--- src/rtl/mealy_seq_machine.sv ---
`default_nettype none
// ============================================================================
// Module      : mealy_seq_machine
// Description : Four-way overlapping serial pattern detector (Mealy FSM).
//               Optional saturating hit counters via MEALY_MATCH_COUNT_EN.
// Revision    : 1.0 - initial release
// ============================================================================
module mealy_seq_machine #(
    parameter logic [3:0] PAT0 = 4'b1101,
    parameter logic [3:0] PAT1 = 4'b1011,
    parameter logic [3:0] PAT2 = 4'b0110,
    parameter logic [3:0] PAT3 = 4'b1001
) (
    input  logic        clk,
    input  logic        reset,
    input  logic        in,
`ifdef MEALY_MATCH_COUNT_EN
    input  logic        cnt_clr,
    output logic [31:0] match_cnt,
`endif
    output logic [3:0]  out
);

    typedef enum logic [1:0] {
        S_EMPTY = 2'd0,
        S_ONE   = 2'd1,
        S_TWO   = 2'd2,
        S_FULL  = 2'd3
    } state_t;

    localparam logic [15:0] c_pats = {PAT3, PAT2, PAT1, PAT0};

    state_t     r_state;
    state_t     w_state_nxt;
    logic [2:0] r_hist;
    logic [3:0] w_window;
    logic       w_armed;

    always_ff @(posedge clk or negedge reset) begin
        if (!reset) begin
            r_state <= S_EMPTY;
            r_hist  <= 3'b000;
        end else begin
            r_state <= w_state_nxt;
            r_hist  <= {r_hist[1:0], in};
        end
    end

    // Fill counter: history is only trusted once three real bits are in.
    always_comb begin
        w_state_nxt = r_state;
        case (r_state)
            S_EMPTY: w_state_nxt = S_ONE;
            S_ONE:   w_state_nxt = S_TWO;
            S_TWO:   w_state_nxt = S_FULL;
            S_FULL:  w_state_nxt = S_FULL;
            default: w_state_nxt = S_EMPTY;
        endcase
    end

    assign w_window = {r_hist, in};
    assign w_armed  = reset && (r_state == S_FULL);

    generate
        for (genvar gi = 0; gi < 4; gi++) begin : g_match
            assign out[gi] = w_armed && (w_window == c_pats[gi*4 +: 4]);
        end
    endgenerate

`ifdef MEALY_MATCH_COUNT_EN
    generate
        for (genvar gi = 0; gi < 4; gi++) begin : g_cnt
            logic [7:0] r_cnt;

            // Clear takes priority over a same-cycle hit; counts stick at 255.
            always_ff @(posedge clk or negedge reset) begin
                if (!reset) begin
                    r_cnt <= 8'd0;
                end else if (cnt_clr) begin
                    r_cnt <= 8'd0;
                end else if (out[gi] && (r_cnt != 8'hFF)) begin
                    r_cnt <= r_cnt + 8'd1;
                end
            end

            assign match_cnt[gi*8 +: 8] = r_cnt;
        end
    endgenerate
`endif

endmodule
`default_nettype wire

--- config.mk ---
export PLATFORM = sky130hd
export DESIGN_NAME = mealy_seq_machine
export DESIGN_NICKNAME = d
export VERILOG_FILES = /design/src/rtl/mealy_seq_machine.sv
export SDC_FILE = /design/constraint.sdc
export NUM_CORES = 1
export LEC_CHECK = 0
export BUFFER_PORTS_ARGS = -buffer_cell sky130_fd_sc_hd__buf_2
export CORE_AREA = 3 3 40 42
export DETAILED_ROUTE_END_ITERATION = 12
export DIE_AREA = 0 0 43 45
export PLACE_DENSITY_LB_ADDON = 0.2
export SYNTH_ARGS = -nofsm -noshare
export SYNTH_HDL_FRONTEND = slang
export SYNTH_SLANG_ARGS = --single-unit
--- constraint.sdc ---
create_clock -name clk -period 0.99 [get_ports clk]
set_input_delay 0.099 -clock clk [delete_from_list [all_inputs] [get_ports clk]]
set_output_delay 0.099 -clock clk [all_outputs]
set_load 0.02 [all_outputs]
==> Word level (Yosys, flattened, before mapping) <==
Index checks and enable logic that the tools add are counted.
{ "classes": {"n_addsub": 0, "mul": 0, "div_mod_pow": 0, "order_cmp": 0, "n_eq_ne": 7, "n_shift": 0, "muxes": 1, "n_bitwise": 0, "n_reduce_logical": 7} }
{ "op_table": {"columns": ["cell", "n"], "rows": [
  ["== test 4 bit (second input constant)", 3],
  ["one-hot mux 2 bit (3 select lines)", 1],
  ["logical AND 1 bit", 5],
  ["== test 2 bit (second input constant)", 2],
  ["== test 4 x 3 -> 1 bit (second input constant)", 1],
  ["== test 2 x 1 -> 1 bit (second input constant)", 1],
  ["zero test 2 bit", 1],
  ["OR reduction 2 bit", 1]
]} }
{ "totals": {"register_bits": 5, "latchBits": 0, "ram_bits": 0, "romBits": 0, "input_bits": 3, "out_inout_bits": 4, "wordCells": 17, "n_memories": 0} }

==> Depth between registers and ports, before layout <==
Gate-level depths: netlist (run 1).
{ "logic_depth": {"ltp_word": 3, "mapped_depth": 2, "ltp_nobuf": 2} }

==> Worst setup path after synthesis (run 1) <==
Ideal clock, no wire load.
{ "synth_timing": {"path_kind": "flip-flop to output port", "from": "register r_state[1]", "to": "output port out[0]", "arrival_time_ns": 1.143, "t_required_ns": 0.891, "setup_slack_ns": -0.252, "stages_incl_launch_ff": 3, "n_path_buf": 0, "cell_sequence": "dfrtp_1 -> nand3_2 -> nor4_1"} }
{ "synth_via": {"elab_chain_cells": 3} }
{ "synth_rtl": {"columns": ["element", "line_no", "rtl"], "rows": [
  ["start, declared", "33", "state_t r_state;"],
  ["start signal, assigned", "44", "r_state <= w_state_nxt;"],
  ["== test 2 bit", "62", "assign w_armed = reset && (r_state == S_FULL);"],
  ["logical AND 1 bit", "62", null],
  ["logical AND 1 bit", "66", "assign out[gi] = w_armed && (w_window == c_pats[gi*4 +: 4]);"],
  ["end, declared", "21", "output logic [3:0] out"]
]} }
No other way between the ends.

==> Worst setup path in the final report (run 1) <==
{ "layout_timing": {"from": "register r_hist[0]", "to": "output port out[0]"} }
{ "layout_via": {"elab_chain_cells": 2} }
{ "layout_rtl": {"columns": ["element", "line_no", "rtl"], "rows": [
  ["start, declared", "35", "logic [2:0] r_hist;"],
  ["start signal, assigned", "45", "r_hist <= {r_hist[1:0], in};"],
  ["== test 4 bit", "66", null],
  ["logical AND 1 bit", "66", null]
]} }
No other way between the ends.

==> flow_summary.toml, run 1 <==
[logic_synthesis]
yosysUniqueCellTypes = 8
syn_area_um2 = 195
synth-seq-area-share_pct = 64.1
synth_top_area_share_pct = 64.1
synth_area_leaders = "dfrtp_1 (64%), nor4_1 (9.6%), nor4b_2 (7.7%), nand2b_1 (6.4%), nand3_2 (5.1%)"
synth_top_area_cell = "dfrtp_1"
synth_nets = 18
ys_warn_count = 0
syn_inst = 15
ys_ff_latch = 5
synth_flop_cell = "dfrtp_1"
syn_avg_cell_area_um2 = 13.0
synth_edf_count = 0
yosysMostFrequentCell = "dfrtp_1"
synth_common_cells = "dfrtp_1 (5), nor4_1 (3), nand2b_1 (2)"
async_reset_ff_share_pct = 100

[timing]
max_freq_mhz = 801
tightest_slew_ps = 196
hold_violations = 0
maxSlewViolCount = 0
holdWs_ps = 41.8
rsz0062_at_grt = "true"
fin_setup_tns_ps = -1010
relSlewSlack_pct = 86.8
setup_violations = 4
fin_crit_sh_pct = 126
setup_ws_ps = -259
fin_skew_ps = 0.0531
final.min_clock_period_ps = 1250

[layout]
synthToLayoutAreaGrowth_pct = 98.7
final_cells = 46
drive_gt1_share_pct = 80.6
final_core_util_pct = 30.2
fillers = 136
diodes = 0
design_area_um2 = 388
final_nets = 35

[power]
vdd_drop_max_mv = 0.543
leakagePower_nw = 0.161
p_per_area_mw_per_mm2 = 1300
power.total_mw = 0.504

[drt]
drt-total-wl_um = 455
wire_per_inst_um = 9.89
viasPerCell = 3.76
dr.pass1.iters = 2
via_count = 173
drc = 0
drtIter0Drc = 2
drtAntennaViolNets = 0

[floorplanning]
start_util_pct = 15.2
io_pins = 7
die_x_um = 43
rows = 13
die-height_um = 45
dieArea_mm2 = 0.00194
core_mm2 = 0.00128

[clock_network]
root_buffer = "clkbuf_4"
cts_buffers = 3
cts_sinks = 5
h-tree-depth = 1
clkTransAtPathRegs_ps = 40
clockBufferDepth = 2
cts_tree = "yes"
clk_latency_ps = 240

[setup_path]
cp-end-kind = "output port"
crit_required_ps = 890
r2r_cells = 3
cp-start-kind = "flip-flop"
arrival_ps = 1150
critPathKind = "reg -> out"
crit_path_max_fanout = 5

[global_routing]
antenna_found_initial = 0
busiest_layer = "met2"
grt_max_degree = 6
grt_pass1_wl_um = 765
track_usage_pct = 6.11
grt_pass1_vias = 184
use_met1_pct = 6.37
gr-usage-met3_pct = 6.77
met2_usage_pct = 7.19
grt_overflow = 0

[placed_design]
place_inst = 39
placed_area_um2 = 285
post-dp-hpwl_um = 317
pre_cts_ws_ps = -66.0
portBuffers = 6
gp_congestion = 0.726

[status]
violations = "setup timing"
status = "complete, but fails checks"

[min_path]
worst_hold_path_type = "in -> reg"
min_path_cells = 1

[flow_run]
maxCapViolations = 0
kinds of logic (layout without fill, tap and decap cells):
kind of cell | count (synthesis) | in the layout | share of synthesized area (%)
buf+inv | 1 | 17 | 1.92
flops | 5 | 5 | 64.1
simple gates | 9 | 9 | 34.0
per-layer routing:
metal | wire, µm | vias to the layer above
met5 | 0 | -
met4 | 0 | 0
met3 | 65 | 0
met2 | 186 | 9
met1 | 203 | 80
li1 | - | 84
state kept, by name, indices dropped and copies added, names as in the netlist:
signal	flops
r_hist	3
r_state	2
cell type report:
cell class | instances | area, µm² | area share, %
Clock buffer | 4 | 26.3 | 6.77
Inverter | 1 | 3.75 | 0.968
Timing Repair Buffer | 12 | 88.8 | 22.9
Multi-Input combinational cell | 9 | 123 | 31.6
Tap cell | 15 | 18.8 | 4.84
Sequential cell | 5 | 128 | 32.9
where the power goes:
part / leakage [nW] / internal [mW] / switching [mW]
clock: 0.0150 / 0.152 / 0.0789
combinational: 0.0951 / 0.0237 / 0.0274
sequential: 0.0505 / 0.212 / 0.00990
what timing repair did:
action,CTS,global route
endpoints found under the hold margin,5,0
buffers inserted,2,0
setup endpoints to repair,4,5
pin swaps,3,2
gates cloned,0,0
hold buffers,1,0
resized for setup,5,8
path summary, 6_finish.rpt:
kind | slack [ps] | endpoint | from
hold reg to reg | 460 | r_hist[2] | r_hist[1]
setup reg to reg | 0 | r_state[1] | r_state[0]
min in group asynchronous | 330 | r_hist[2] | reset
hold / removal | 40 | r_hist[0] | in
max in group asynchronous | 550 | r_hist[1] | reset
setup / recovery | -260 | out[0] | r_hist[0]
cells in the final DEF, fill, tap and decap left out:
cell,n
buf_6,1
buf_2,3
nand2b_4,1
buf_4,7
clkbuf_4,3
nand3_4,1
nor4b_4,1
or2_4,1
dfrtp_2,2
nand2b_1,1
inv_2,1
clkbuf_1,1
dlygate4sd3_1,1
nor4_2,2
nor4_4,1
nand2_2,1
dfrtp_1,3
critical path: stages, from the launching register on:
cell and delay, ps:
dfrtp_2 450, nor4_2 260, buf_2 200
Power figures use the tool's default switching activity.
==> run 2: changes to the inputs <==
--- a/config.mk
+++ b/config.mk
@@ -5,6 +5,7 @@
 export SDC_FILE = /design/constraint.sdc
 export NUM_CORES = 1
 export LEC_CHECK = 0
+export ABC_AREA = 1
 export BUFFER_PORTS_ARGS = -buffer_cell sky130_fd_sc_hd__buf_2
 export CORE_AREA = 3 3 40 42
 export DETAILED_ROUTE_END_ITERATION = 12
==> run 2 against run 1 <==
The run still ends with setup timing left; worst hold slack got worse by 16 ps; first-iteration DRC count fell by 100%; cell count up 20%; non-clock buffer count is 4 lower; critical path depth increased by 2; highest routed layer unchanged.
==> flow_summary.toml, run 2 <==
[global_routing]
use_met1_pct = 6.13
busiest_layer = "met2"
grt_max_degree = 6
grt_pass1_wl_um = 779
antenna_found_initial = 0
track_usage_pct = 5.44
grt_overflow = 0
gr-usage-met3_pct = 2.79
met2_usage_pct = 8.08
grt_pass1_vias = 200

[status]
status = "complete, but fails checks"
violations = "setup timing"

[drt]
via_count = 196
drtIter0Drc = 0
viasPerCell = 3.56
drc = 0
dr.pass1.iters = 1
drt-total-wl_um = 417
wire_per_inst_um = 7.58
drtAntennaViolNets = 0

[layout]
final_common_cell = "nand2_1"
reg_top3 = "r_hist x3, r_state x2"
final_cells = 55
diodes = 0
design_area_um2 = 328
largest_reg_flops = 3
final_cell_mix = "nand2_1 (8), inv_1 (6), nor2_1 (5), buf_4 (5), dfrtp_1 (5)"
final_nets = 44
top_register = "r_hist"
drive_gt1_share_pct = 35.0
fillers = 144
synthToLayoutAreaGrowth_pct = 48.9

[floorplanning]
dieArea_mm2 = 0.00194
io_pins = 7
core_mm2 = 0.00128
rows = 13
start_util_pct = 17.1
die_x_um = 43
die-height_um = 45

[logic_synthesis]
yosysMostFrequentCell = "nand2_1"
synth_area_leaders = "dfrtp_1 (57%), nand2_1 (14%), inv_1 (10%), nor2_1 (8.5%), nor2_2 (5.7%)"
synth_top_area_cell = "dfrtp_1"
yosysUniqueCellTypes = 7
synth_top_area_share_pct = 56.8
synth_xor_area_share_pct = 0
synth_common_cells = "nand2_1 (8), inv_1 (6), dfrtp_1 (5), nor2_1 (5), nor2_2 (2)"
synth-simple-area-share_pct = 33.0
synth_flop_cell = "dfrtp_1"
syn_inst = 28
synth_compound_area_share_pct = 0
synth_edf_count = 0
syn_avg_cell_area_um2 = 7.86
async_reset_ff_share_pct = 100
ys_warn_count = 0
synth_fa_ha_area_share_pct = 0
synth_mux_area_share_pct = 0
synth-seq-area-share_pct = 56.8
ys_ff_latch = 5
syn_area_um2 = 220
synth_nets = 31
synth_top_family_by_area = "simple AND/OR/NAND/NOR gates"

[placed_design]
pre_cts_ws_ps = 40.8
gp_congestion = 0.671
placed_area_um2 = 269
post-dp-hpwl_um = 333
portBuffers = 6
place_inst = 49

[timing]
final.min_clock_period_ps = 1170
maxSlewViolCount = 0
fin_crit_sh_pct = 118
relSlewSlack_pct = 84.7
hold_violations = 0
fin_setup_tns_ps = -643
setup_violations = 4
setup_ws_ps = -181
tightest_slew_ps = 229
max_freq_mhz = 854
rsz0062_at_grt = "true"
fin_skew_ps = 0.0677

[setup_path]
cp-end-kind = "output port"
cp_num_cells = 4
cp_cell_sequence = "nor2_2 -> nand2_1 -> nor2_1 -> buf_4"
r2r_slack_ps = 190
worst_path_dominant_cell_family = "flip-flops"
crit_path_max_fanout = 4
crit_required_ps = 890
r2r_cells = 1
arrival_ps = 1070
critPathKind = "reg -> out"
max_stage_delay_ps = 400
timing.rr.start = "r_state[0]"
crit_slowest_cell = "dfrtp_1"
cp-startpoint = "r_hist[0]"
cp-start-kind = "flip-flop"
cp_num_buf_inv = 1

[clock_network]
h-tree-depth = 1
root_buffer = "clkbuf_4"
clk_latency_ps = 230
clockBufferDepth = 2
clkTransAtPathRegs_ps = 40
cts_sinks = 5
cts_tree = "yes"
cts_buffers = 3

[min_path]
worst_hold_path_type = "in -> reg"
hp-start = "in"
min_path_cells = 1

[power]
vdd_drop_max_mv = 0.557
power.total_mw = 0.483
p_per_area_mw_per_mm2 = 1470
leakagePower_nw = 0.183

[flow_run]
maxCapViolations = 0
## run 2: area by class of cell
class	instances	area (µm²)	share of cell area, %
clock buffer	4	26.3	8.02
inverter	6	22.5	6.87
multi-input combinational	17	77.6	23.7
sequential	5	125	38.2
tap	15	18.8	5.73
timing repair buffer	8	57.6	17.6
## run 2: path summary, 6_finish.rpt
kind / to
setup / recovery: out[3]
hold / removal: r_hist[0]
setup reg to reg: r_state[1]
hold reg to reg: r_hist[2]
max in group asynchronous: r_hist[2]
min in group asynchronous: r_state[0]
## run 2: logic make-up (layout without fill, tap and decap cells)
kind of cell,count (synthesis),in the layout
buffers and inverters,6,18
DFF,5,5
and+or+nand+nor,17,17
## run 2: report_power, final
| part | total, mW | leakage (nW) | switching [mW] | internal, mW |
|---|---|---|---|---|
| registers | 0.218 | 0.0524 | 0.00654 | 0.212 |
| clock network | 0.223 | 0.0150 | 0.0711 | 0.152 |
| logic | 0.0419 | 0.115 | 0.0232 | 0.0187 |
## run 2: through the flow
| step | hold slack, ps | util, % |
|---|---|---|
| global route | 19.5 | 25.5 |
| finish | 25.5 | 25.5 |
| CTS | 11.4 | 25.5 |
| global placement | -79.4 | 20.9 |
| detailed placement | -73.3 | 20.9 |
| floorplan | -197 | - |
## run 2: timing repair
| item | CTS | global route |
|---|---|---|
| buffers inserted | 1 | 0 |
| pin swaps | 4 | 5 |
| hold buffers | 1 | 0 |
| endpoints found under the hold margin | 5 | 0 |
| gates resized for setup | 5 | 0 |
| endpoints found under the setup margin | 4 | 4 |
## run 2: layer usage
layer  wire [µm]  vias to the layer above
met3          40                        0
met2         187                        6
met4           0                        0
met5           0                        -
li1            -                      105
met1         189                       85
==> run 3: changes to the inputs <==
==> constraint.sdc (replaced) <==
create_clock -name clk -period 1.25 [get_ports clk]
set_input_delay 0.125 -clock clk [delete_from_list [all_inputs] [get_ports clk]]
set_output_delay 0.125 -clock clk [all_outputs]
set_load 0.02 [all_outputs]
==> run 3 against run 2 <==
Largest power group unchanged; critical endpoint unchanged; core utilization decreased by 0.58 points; sequential cell count unchanged; critical path type unchanged; the flow now finishes without violations; final area down 2.3%; worst setup slack improved by 250 ps; first-iteration DRC count unchanged; power is 21% lower.
==> flow_summary.toml, run 3 (same netlist as run 2, synthesis figures left out) <==
[setup_path]
cp_num_cells = 5
r2r_cells = 1
crit_end = "out[3]"
worst_path_dominant_cell_family = "flip-flops"
r2r_end = "r_state[1]"
arrival_ps = 1060
cp-end-kind = "output port"
max_stage_delay_ps = 360
cp_num_buf_inv = 2
cp_cell_sequence = "inv_1 -> nor2_2 -> nand2_1 -> nor2_1 -> buf_4"
r2r_slack_ps = 450
timing.rr.start = "r_state[0]"
cp-startpoint = "r_hist[2]"
cp-start-kind = "flip-flop"
crit_required_ps = 1120
crit_slowest_cell = "dfrtp_1"
crit_path_max_fanout = 3
critPathKind = "reg -> out"

[global_routing]
grt_overflow = 0
track_usage_pct = 5.28
antenna_found_initial = 0
grt_pass1_vias = 169
grt_max_degree = 6
grt_pass1_wl_um = 662

[floorplanning]
die-height_um = 45
rows = 13
die_x_um = 43
start_util_pct = 17.1
core_mm2 = 0.00128
dieArea_mm2 = 0.00194
io_pins = 7

[placed_design]
portBuffers = 6
pre_cts_ws_ps = 285
gp_congestion = 0.687
placed_area_um2 = 269

[timing]
fin_crit_sh_pct = 94.7
relSlewSlack_pct = 85.1
setup_violations = 0
hold_violations = 0
fin_setup_tns_ps = 0
setup_ws_ps = 66.4
maxSlewViolCount = 0
tightest_slew_ps = 223
rsz0062_at_grt = "true"
final.min_clock_period_ps = 1180
fin_skew_ps = 4.20
max_freq_mhz = 845

[clock_network]
cts_tree = "yes"
clockBufferDepth = 2
clkTransAtPathRegs_ps = 40
cts_buffers = 3
clk_latency_ps = 240
cts_sinks = 5
root_buffer = "clkbuf_4"
h-tree-depth = 1

[power]
net-switching-power_mw = 0.0803
vdd_drop_max_mv = 0.459
leakagePower_nw = 0.178
power.total_mw = 0.382
p_int_mw = 0.302
power_frac_clock_pct = 46.5
combPwrFrac_pct = 8.3
p_per_area_mw_per_mm2 = 1190
seqPwrFrac_pct = 45.2
swShare_pct = 21.0

[status]
status = "finished clean"

[layout]
diodes = 0
reg_top3 = "r_hist x3, r_state x2"
top_register = "r_hist"
synthToLayoutAreaGrowth_pct = 45.5
drive_gt1_share_pct = 32.5
final_cell_mix = "nand2_1 (8), inv_1 (6), nor2_1 (5), dfrtp_1 (5), buf_4 (4)"
final_nets = 44
design_area_um2 = 320
final_common_cell = "nand2_1"
largest_reg_flops = 3

[drt]
wire_per_inst_um = 7.27
drtAntennaViolNets = 0
via_count = 185
dr.pass1.iters = 1
viasPerCell = 3.36
drtIter0Drc = 0
drc = 0
drt-total-wl_um = 400

[min_path]
worst_hold_path_type = "in -> reg"

[flow_run]
maxCapViolations = 0
run 3: cell types whose count changed in the layout (fill, tap and decap cells not counted):
cell	before	now
nand3_2	1	0
nand3_1	0	1
buf_4	5	4
buf_2	2	3
run 3: worst min path at each step:
| stage | from | to | slack [ps] | cells after the start |
|---|---|---|---|---|
| floorplan | reset | r_hist[0] | -170 | 0 |
| global placement | reset | r_hist[1] | -50 | 1 |
| detailed placement | reset | r_hist[1] | -50 | 1 |
| CTS | in | r_hist[0] | 40 | 1 |
| global route | in | r_hist[0] | 30 | 1 |
| finish | in | r_hist[0] | 50 | 1 |
run 3: repair_timing:
action / 4_1_cts / 5_1_grt
endpoints found under the hold margin: 5 / 0
buffers inserted: 0 / 1
resized for setup: 0 / 3
endpoints found under the setup margin: 0 / 3
hold buffers: 1 / 0
run 3: power groups by stage:
stage,logic [mW],registers (mW),clock network [mW]
after floorplan,0.0155,0.174,0
after global placement,0.0258,0.175,0
after detailed placement,0.0261,0.175,0
after CTS,0.0288,0.173,0.189
after global routing,0.0365,0.173,0.206
final,0.0315,0.173,0.178
run 3: cell type report:
type,count,area [µm²]
inverters,6,22.5
well taps,15,18.8
clock buffers,4,26.3
fillers,141,965
flip-flops and latches,5,125
repair buffers,8,55.1
multi-input cells,17,72.6
run 3: through the flow:
stage	cells	hold slack, ps	utilization [%]
2_1_floorplan	28	-171	-
3_3_place_gp	49	-54.5	20.9
3_5_place_dp	49	-51.7	20.9
4_1_cts	54	38.9	23.8
5_1_grt	55	33.2	24.9
6_report	55	46.9	24.9
run 3: routing by layer:
layer  global-route usage, %  wire, µm  vias up
met2                    5.69       153        6
met3                    2.79        36        0
met4                    7.23         0        0
met5                       0         0        -
li1                        -         -      102
met1                    6.13       211       77
